## src/rtl/sdram_pattern_tester.sv

```systemverilog
// Memory pattern tester: writes a generated pattern across an address range, reads it back,
// counts mismatches, and supports looping, stop requests and a per-request ack timeout.
module sdram_pattern_tester #(
  parameter int                DATA_W    = 16,
  parameter int                ADDR_W    = 32,
  parameter int                ADDR_STEP = 1,
  parameter int                ERR_W     = 16,
  parameter int                PASS_W    = 16,
  parameter int                TIMEOUT   = 1023,
  parameter logic [DATA_W-1:0] LFSR_SEED = DATA_W'(1),
  parameter logic [DATA_W-1:0] LFSR_TAPS = DATA_W'(16'hB400)
) (
  input  logic              clk,
  input  logic              rst_n,
  input  logic              start,
  input  logic              stop,
  input  logic [1:0]        mode,
  input  logic              loop,
  input  logic [ADDR_W-1:0] addr_lo,
  input  logic [ADDR_W-1:0] addr_hi,
  output logic              writeport_wr,
  output logic [ADDR_W-1:0] writeport_addr,
  output logic [DATA_W-1:0] writeport_data,
  input  logic              writeport_ack,
  output logic              readport_rd,
  output logic [ADDR_W-1:0] readport_addr,
  input  logic [DATA_W-1:0] readport_data,
  input  logic              readport_ack,
  output logic              busy,
  output logic              done,
  output logic              cfg_err,
  output logic              timeout,
  output logic [PASS_W-1:0] pass_cnt,
  output logic [ERR_W-1:0]  err_cnt,
  output logic [ADDR_W-1:0] first_err_addr,
  output logic [DATA_W-1:0] first_err_data
);

  localparam int IDX_W = (DATA_W > 1) ? $clog2(DATA_W) : 1;
  localparam int TO_W  = (TIMEOUT > 1) ? $clog2(TIMEOUT) : 1;
  localparam logic [TO_W-1:0]   TO_LAST  = TO_W'(TIMEOUT - 1);
  localparam logic [ADDR_W-1:0] STEP     = ADDR_W'(ADDR_STEP);
  localparam logic [IDX_W-1:0]  IDX_LAST = IDX_W'(DATA_W - 1);

  typedef enum logic [2:0] {
    S_IDLE,
    S_WR_REQ,
    S_RD_REQ,
    S_CHECK,
    S_DONE
  } state_t;

  function automatic logic [DATA_W-1:0] lfsr_next(input logic [DATA_W-1:0] v);
    return (v >> 1) ^ (v[0] ? LFSR_TAPS : '0);
  endfunction

  function automatic logic [DATA_W-1:0] gen_word(
    input logic [1:0]        m,
    input logic [ADDR_W-1:0] a,
    input logic [IDX_W-1:0]  idx,
    input logic              odd_word,
    input logic [DATA_W-1:0] lfsr,
    input logic              odd_pass
  );
    logic [DATA_W-1:0] w;
    w = '0;
    case (m)
      2'd0:    w = DATA_W'(a);
      2'd1:    w = DATA_W'(1) << idx;
      2'd2:    w = lfsr;
      default: for (int b = 0; b < DATA_W; b++) w[b] = ((b % 2) == 0) ^ odd_word ^ odd_pass;
    endcase
    return w;
  endfunction

  state_t            state_q;
  logic              wr_q, rd_q;
  logic [ADDR_W-1:0] port_addr_q;
  logic [DATA_W-1:0] wdata_q;
  logic              busy_q, done_q, cfg_err_q, timeout_q;
  logic [PASS_W-1:0] pass_cnt_q;
  logic [ERR_W-1:0]  err_cnt_q;
  logic [ADDR_W-1:0] first_err_addr_q;
  logic [DATA_W-1:0] first_err_data_q;
  logic              captured_q, stop_seen_q;
  logic [ADDR_W-1:0] lo_q, hi_q, addr_q;
  logic [IDX_W-1:0]  idx_q;
  logic              par_q;
  logic [DATA_W-1:0] lfsr_q, rdata_q;
  logic [TO_W-1:0]   wait_q;
  logic [1:0]        mode_q;

  logic [DATA_W-1:0] exp_word, lfsr_d;
  logic [ADDR_W-1:0] addr_d;
  logic [IDX_W-1:0]  idx_d;
  logic              last_word, stop_any;

  assign exp_word  = gen_word(mode_q, addr_q, idx_q, par_q, lfsr_q, pass_cnt_q[0]);
  assign addr_d    = addr_q + STEP;
  assign idx_d     = (idx_q == IDX_LAST) ? '0 : idx_q + 1'b1;
  assign lfsr_d    = lfsr_next(lfsr_q);
  // Distance test instead of addr+STEP > hi, so a range ending near the top never wraps.
  assign last_word = (hi_q - addr_q) < STEP;
  assign stop_any  = stop_seen_q | stop;

  always_ff @(posedge clk or negedge rst_n) begin
    if (!rst_n) begin
      state_q          <= S_IDLE;
      wr_q             <= 1'b0;
      rd_q             <= 1'b0;
      port_addr_q      <= '0;
      wdata_q          <= '0;
      busy_q           <= 1'b0;
      done_q           <= 1'b0;
      cfg_err_q        <= 1'b0;
      timeout_q        <= 1'b0;
      pass_cnt_q       <= '0;
      err_cnt_q        <= '0;
      first_err_addr_q <= '0;
      first_err_data_q <= '0;
      captured_q       <= 1'b0;
      stop_seen_q      <= 1'b0;
      lo_q             <= '0;
      hi_q             <= '0;
      addr_q           <= '0;
      idx_q            <= '0;
      par_q            <= 1'b0;
      lfsr_q           <= '0;
      rdata_q          <= '0;
      wait_q           <= '0;
      mode_q           <= 2'd0;
    end else begin
      if (busy_q && stop) stop_seen_q <= 1'b1;
      case (state_q)
        S_IDLE: begin
          if (start) begin
            lo_q             <= addr_lo;
            hi_q             <= addr_hi;
            mode_q           <= mode;
            pass_cnt_q       <= '0;
            err_cnt_q        <= '0;
            first_err_addr_q <= '0;
            first_err_data_q <= '0;
            captured_q       <= 1'b0;
            stop_seen_q      <= 1'b0;
            timeout_q        <= 1'b0;
            addr_q           <= addr_lo;
            idx_q            <= '0;
            par_q            <= 1'b0;
            lfsr_q           <= LFSR_SEED;
            wait_q           <= '0;
            if (addr_lo > addr_hi) begin
              cfg_err_q <= 1'b1;
              done_q    <= 1'b1;
              state_q   <= S_DONE;
            end else begin
              cfg_err_q   <= 1'b0;
              done_q      <= 1'b0;
              busy_q      <= 1'b1;
              wr_q        <= 1'b1;
              port_addr_q <= addr_lo;
              wdata_q     <= gen_word(mode, addr_lo, '0, 1'b0, LFSR_SEED, 1'b0);
              state_q     <= S_WR_REQ;
            end
          end
        end
        S_WR_REQ: begin
          if (wr_q) begin
            if (writeport_ack) begin
              wr_q   <= 1'b0;
              wait_q <= '0;
              if (last_word) begin
                addr_q <= lo_q;
                idx_q  <= '0;
                par_q  <= 1'b0;
                lfsr_q <= LFSR_SEED;
              end else begin
                addr_q <= addr_d;
                idx_q  <= idx_d;
                par_q  <= ~par_q;
                lfsr_q <= lfsr_d;
              end
              if (stop_any) begin
                busy_q  <= 1'b0;
                done_q  <= 1'b1;
                state_q <= S_DONE;
              end else if (last_word) begin
                state_q <= S_RD_REQ;
              end
            end else if (wait_q == TO_LAST) begin
              wr_q      <= 1'b0;
              timeout_q <= 1'b1;
              busy_q    <= 1'b0;
              done_q    <= 1'b1;
              state_q   <= S_DONE;
            end else begin
              wait_q <= wait_q + 1'b1;
            end
          end else if (stop_any) begin
            busy_q  <= 1'b0;
            done_q  <= 1'b1;
            state_q <= S_DONE;
          end else begin
            wr_q        <= 1'b1;
            port_addr_q <= addr_q;
            wdata_q     <= exp_word;
          end
        end
        S_RD_REQ: begin
          if (rd_q) begin
            if (readport_ack) begin
              rd_q    <= 1'b0;
              wait_q  <= '0;
              rdata_q <= readport_data;
              state_q <= S_CHECK;
            end else if (wait_q == TO_LAST) begin
              rd_q      <= 1'b0;
              timeout_q <= 1'b1;
              busy_q    <= 1'b0;
              done_q    <= 1'b1;
              state_q   <= S_DONE;
            end else begin
              wait_q <= wait_q + 1'b1;
            end
          end else if (stop_any) begin
            busy_q  <= 1'b0;
            done_q  <= 1'b1;
            state_q <= S_DONE;
          end else begin
            rd_q        <= 1'b1;
            port_addr_q <= addr_q;
          end
        end
        S_CHECK: begin
          if (rdata_q != exp_word) begin
            if (err_cnt_q != '1) err_cnt_q <= err_cnt_q + 1'b1;
            if (!captured_q) begin
              captured_q       <= 1'b1;
              first_err_addr_q <= addr_q;
              first_err_data_q <= rdata_q;
            end
          end
          if (last_word) begin
            pass_cnt_q <= pass_cnt_q + 1'b1;
            addr_q     <= lo_q;
            idx_q      <= '0;
            par_q      <= 1'b0;
            lfsr_q     <= LFSR_SEED;
            if (loop && !stop_any) begin
              state_q <= S_WR_REQ;
            end else begin
              busy_q  <= 1'b0;
              done_q  <= 1'b1;
              state_q <= S_DONE;
            end
          end else begin
            addr_q <= addr_d;
            idx_q  <= idx_d;
            par_q  <= ~par_q;
            lfsr_q <= lfsr_d;
            if (stop_any) begin
              busy_q  <= 1'b0;
              done_q  <= 1'b1;
              state_q <= S_DONE;
            end else begin
              state_q <= S_RD_REQ;
            end
          end
        end
        S_DONE: begin
          busy_q  <= 1'b0;
          done_q  <= 1'b1;
          state_q <= S_IDLE;
        end
        default: state_q <= S_IDLE;
      endcase
    end
  end

  assign writeport_wr   = wr_q;
  assign writeport_addr = port_addr_q;
  assign writeport_data = wdata_q;
  assign readport_rd    = rd_q;
  assign readport_addr  = port_addr_q;
  assign busy           = busy_q;
  assign done           = done_q;
  assign cfg_err        = cfg_err_q;
  assign timeout        = timeout_q;
  assign pass_cnt       = pass_cnt_q;
  assign err_cnt        = err_cnt_q;
  assign first_err_addr = first_err_addr_q;
  assign first_err_data = first_err_data_q;

endmodule

```

## config.mk

```make
export PLATFORM = sky130hd
export DESIGN_NAME = sdram_pattern_tester
export DESIGN_NICKNAME = d
export VERILOG_FILES = /design/src/rtl/sdram_pattern_tester.sv
export SDC_FILE = /design/constraint.sdc
export NUM_CORES = 1
export LEC_CHECK = 0
export CAP_MARGIN = 20
export CORE_UTILIZATION = 51
export DETAILED_ROUTE_END_ITERATION = 10
export GPL_ROUTABILITY_DRIVEN = 0
export PLACE_DENSITY = 0.78
export SLEW_MARGIN = 40
export SYNTH_ARGS = -nofsm -noshare
export SYNTH_HDL_FRONTEND = slang
export SYNTH_SLANG_ARGS = --single-unit
```

## constraint.sdc

```tcl
create_clock -name clk -period 4.1 [get_ports clk]
set_clock_uncertainty 0.2 [all_clocks]
set_input_delay 0.41 -clock clk [delete_from_list [all_inputs] [get_ports clk]]
set_output_delay 0.41 -clock clk [all_outputs]
set_load 0.01 [all_outputs]
```

==> metrics.md <==
| Metric | Value |
|---|---|
| Distinct cells, synth | 89 |
| Share of cells above drive strength 1 | 10.7% |
| Clk_lat worst skew | 0.59 ns |
| Most frequent cells in the layout | 403 x nand2_1, 284 x dfrtp_1, 253 x clkdlybuf4s50_1 |
| Fin util | 65.9% |
| # IOs | 255 |
| CP Cell Sequence | inv_1 > ha_1 > inv_1 > fa_1 > buf_4 > a21oi_2 > o211ai_1 > buf_4 > o22ai_4 > xor2_2 > o2111ai_1 > nor4_2 > and4_4 > nand4_4 > buf_12 > nor3_1 > mux2i_1 |
| CP top delay family | simple AND/OR/NAND/NOR gates |
| Outcome | completed |
| Total Power | 19.8 mW |
| Top FF cell, synth | dfrtp_1 |
| Final Slew Violations | 0 |
| First-pass GRT wire length | 93.9 mm |
| Syn_nets | 2336 |
| Fin crit share | 99.0% |
| Pleak | 10.0 nW |
| CP Launch Type | flop |
| Design area | 22800 um^2 |
| Yosys Warn Count | 0 |
| Ys async rst share | 100% |
| GR Util All Layers | 32.8% |
| Num CTS Buffers | 31 |
| Cell area after synthesis | 18000 um^2 |
| Total congestion overflow | 0 |
| Fmax achieved | 246 MHz |
| Max_slew headroom | 48.3% |
| HPWL Detailed | 43.8 mm |
| WL per Instance | 20.6 um |
| Max Cap Viol | 0 |
| Max incr delay on CP | 0.39 ns |
| Vias in the first global route | 17.3k |
| CP max FO | 18 |
| Sequential cell area fraction in the yosys report | 39.5% |
| Die Y | 190 um |
| Final worst path period need | 4.06 ns |
| Final net count | 2590 |
| CP max stage cell | fa_1 |
| DRT Pass-1 Iters | 9 |
| Multi-input logic area | 9950 um^2 |
| Sequential Area | 7110 um^2 |
| Worst vdd ir | 590 uV |
| Endpoints failing hold | 0 |
| Worst Reg2Reg Path Length in Cells | 17 |
| R2R Path Start | hi_q[0]$_DFFE_PN0P_ |
| Placed inst area | 21500 um^2 |
| Vias | 17.9k |
| Residual DRC count | 0 |
| Critical Path AT | 4.36 ns |
| Critical Path Sink Type | flop |
| Iter 0 DRT Violations | 1762 |
| Number of synthesized flops with an enable pin | 0 |
| Fillcell total | 2831 |
| Die area | 36100 um^2 |
| H-tree levels | 1 |
| Buffer and inverter count on the worst path | 5 |
| Reg2Reg Capture Point | pass_cnt[5]$_DFFE_PN0P_ |
| Setup Viol. Count Final | 0 |
| CTS sink cnt | 284 |
| Row count | 68 |
| Min-Delay Path Class | input pin to async pin |
| CTS tree | yes |
| Clock slew at reported path FFs | 0.07 ns |
| Final antenna-violating net count | 0 |
| Port Buffer Count | 254 |
| Largest net degree at the start of global routing | 82 |
| Antenna Cells | 0 |
| PwrDens | 866 nW/um^2 |
| Setup ws final | 0.0416 ns |
| Worst endpoint required time | 4.40 ns |
| Chip width | 190 um |
| CP Class | flop to flop |
| Drt total wl | 59.7 mm |
| Actual slew at the worst max-slew pin | 0.775 ns |
| Vias/cell | 6.17 |
| Commonest non-fill, non-tap cell in the layout | nand2_1 |
| Root Buffer | clkbuf_16 |
| Clock Path Buffers | 3 |
| Initial antenna violation count | 1 |
| Syn Area/Cell | 8.30 um^2 |
| Cells after synthesis | 2170 |
| Synth-to-Final Area Change | 26.8% |
| Setup WS pre-CTS | -0.121 ns |
| Core area | 34600 um^2 |
| #FFs+latches synth | 284 |
| Starting Density | 52.0% |
| R2r setup slk | 0.04 ns |
-- layer usage --
layer  track usage (%)  share of wire [%]  vias to the layer above
met5                 0              0.018                        -
met4              16.1                5.6                        2
met3              5.37                8.6                      228
met2              52.5                 45                      975
met1              43.1                 40                     8520
li1                  -                  -                     8185
-- repair_timing --
action	CTS	global route
hold endpoints to repair	108	0
hold buffers	1	0
pin swaps	1	10
resized for setup	1	33
buffers inserted	0	3
endpoints found under the setup margin	1	87
cloned	0	0
-- sequential cells by signal (all words and copies together), names as in the netlist, 2 cells and up --
name,count
rdata_q,16
pass_cnt,16
state_q,3
idx_q,4
lo_q,32
addr_q,32
readport_addr,32
first_err_addr,32
hi_q,32
err_cnt,16
first_err_data,16
writeport_data,16
mode_q,2
lfsr_q,16
wait_q,10
-- how the worst max path moves through the flow --
| stage | end | startpoint | depth (start not counted) | slack (ns) |
|---|---|---|---|---|
| final | pass_cnt[5]$_DFFE_PN0P_ | hi_q[0]$_DFFE_PN0P_ | 17 | 0.04 |
| after global routing | addr_q[0]$_DFFE_PN0P_ | hi_q[0]$_DFFE_PN0P_ | 16 | -0.03 |
| after CTS | addr_q[0]$_DFFE_PN0P_ | hi_q[0]$_DFFE_PN0P_ | 15 | 0.03 |
| after detailed placement | readport_addr[6]$_DFFE_PN0P_ | addr_lo[25] | 12 | -0.12 |
| after global placement | readport_addr[7]$_DFFE_PN0P_ | addr_lo[29] | 12 | -0.02 |
| after floorplan | state_q[0]$_DFFE_PN0P_ | addr_q[0]$_DFFE_PN0P_ | 14 | 0.31 |
-- power breakdown --
group          internal, mW  switching, mW
logic                  4.81           7.44
registers              3.67          0.816
clock network          1.80           1.24
total                  10.3           9.50
-- cells in the mapped netlist (37+ instances only) --
library cell	instances	area, um^2
nand2_1	405	1520
dfrtp_1	284	7110
o21ai_0	166	831
nor2_1	120	450
a21oi_1	105	526
clkbuf_1	97	364
inv_1	94	353
ha_1	76	951
nand3_1	50	250
xnor2_1	50	438
nor3_1	46	230
o21ai_1	46	230
o31ai_1	37	278
-- kinds of logic after synthesis --
family / Yosys count / synth area share, %
xor gates and xnor gates: 68 / 3.31
adders and majority gates: 77 / 5.39
AOI/OAI and AO/OA: 604 / 21.6
and+or+nand+nor: 850 / 22.5
DFF: 284 / 39.5
muxes: 22 / 1.24
buffers and inverters: 265 / 6.55
-- metrics by stage --
stage / TNS (ns) / hold WS [ns] / cells
2_1_floorplan: 0 / -0.0856 / 2170
3_3_place_gp: -0.368 / 0.260 / 2841
3_5_place_dp: -3.25 / 0.174 / 2842
4_1_cts: 0 / 0.142 / 2900
5_1_grt: -0.296 / 0.149 / 2903
6_report: 0 / 0.151 / 2903
-- layout make-up --
type	instances	share of cell area (%)
Multi-Input combinational cell	1621	43.6
Sequential cell	284	31.1
Timing Repair Buffer	392	16.4
Clock buffer	40	3.76
Tap cell	455	2.49
Inverter	94	1.55
Clock inverter	17	1.05
Power figures use the tool's default switching activity.
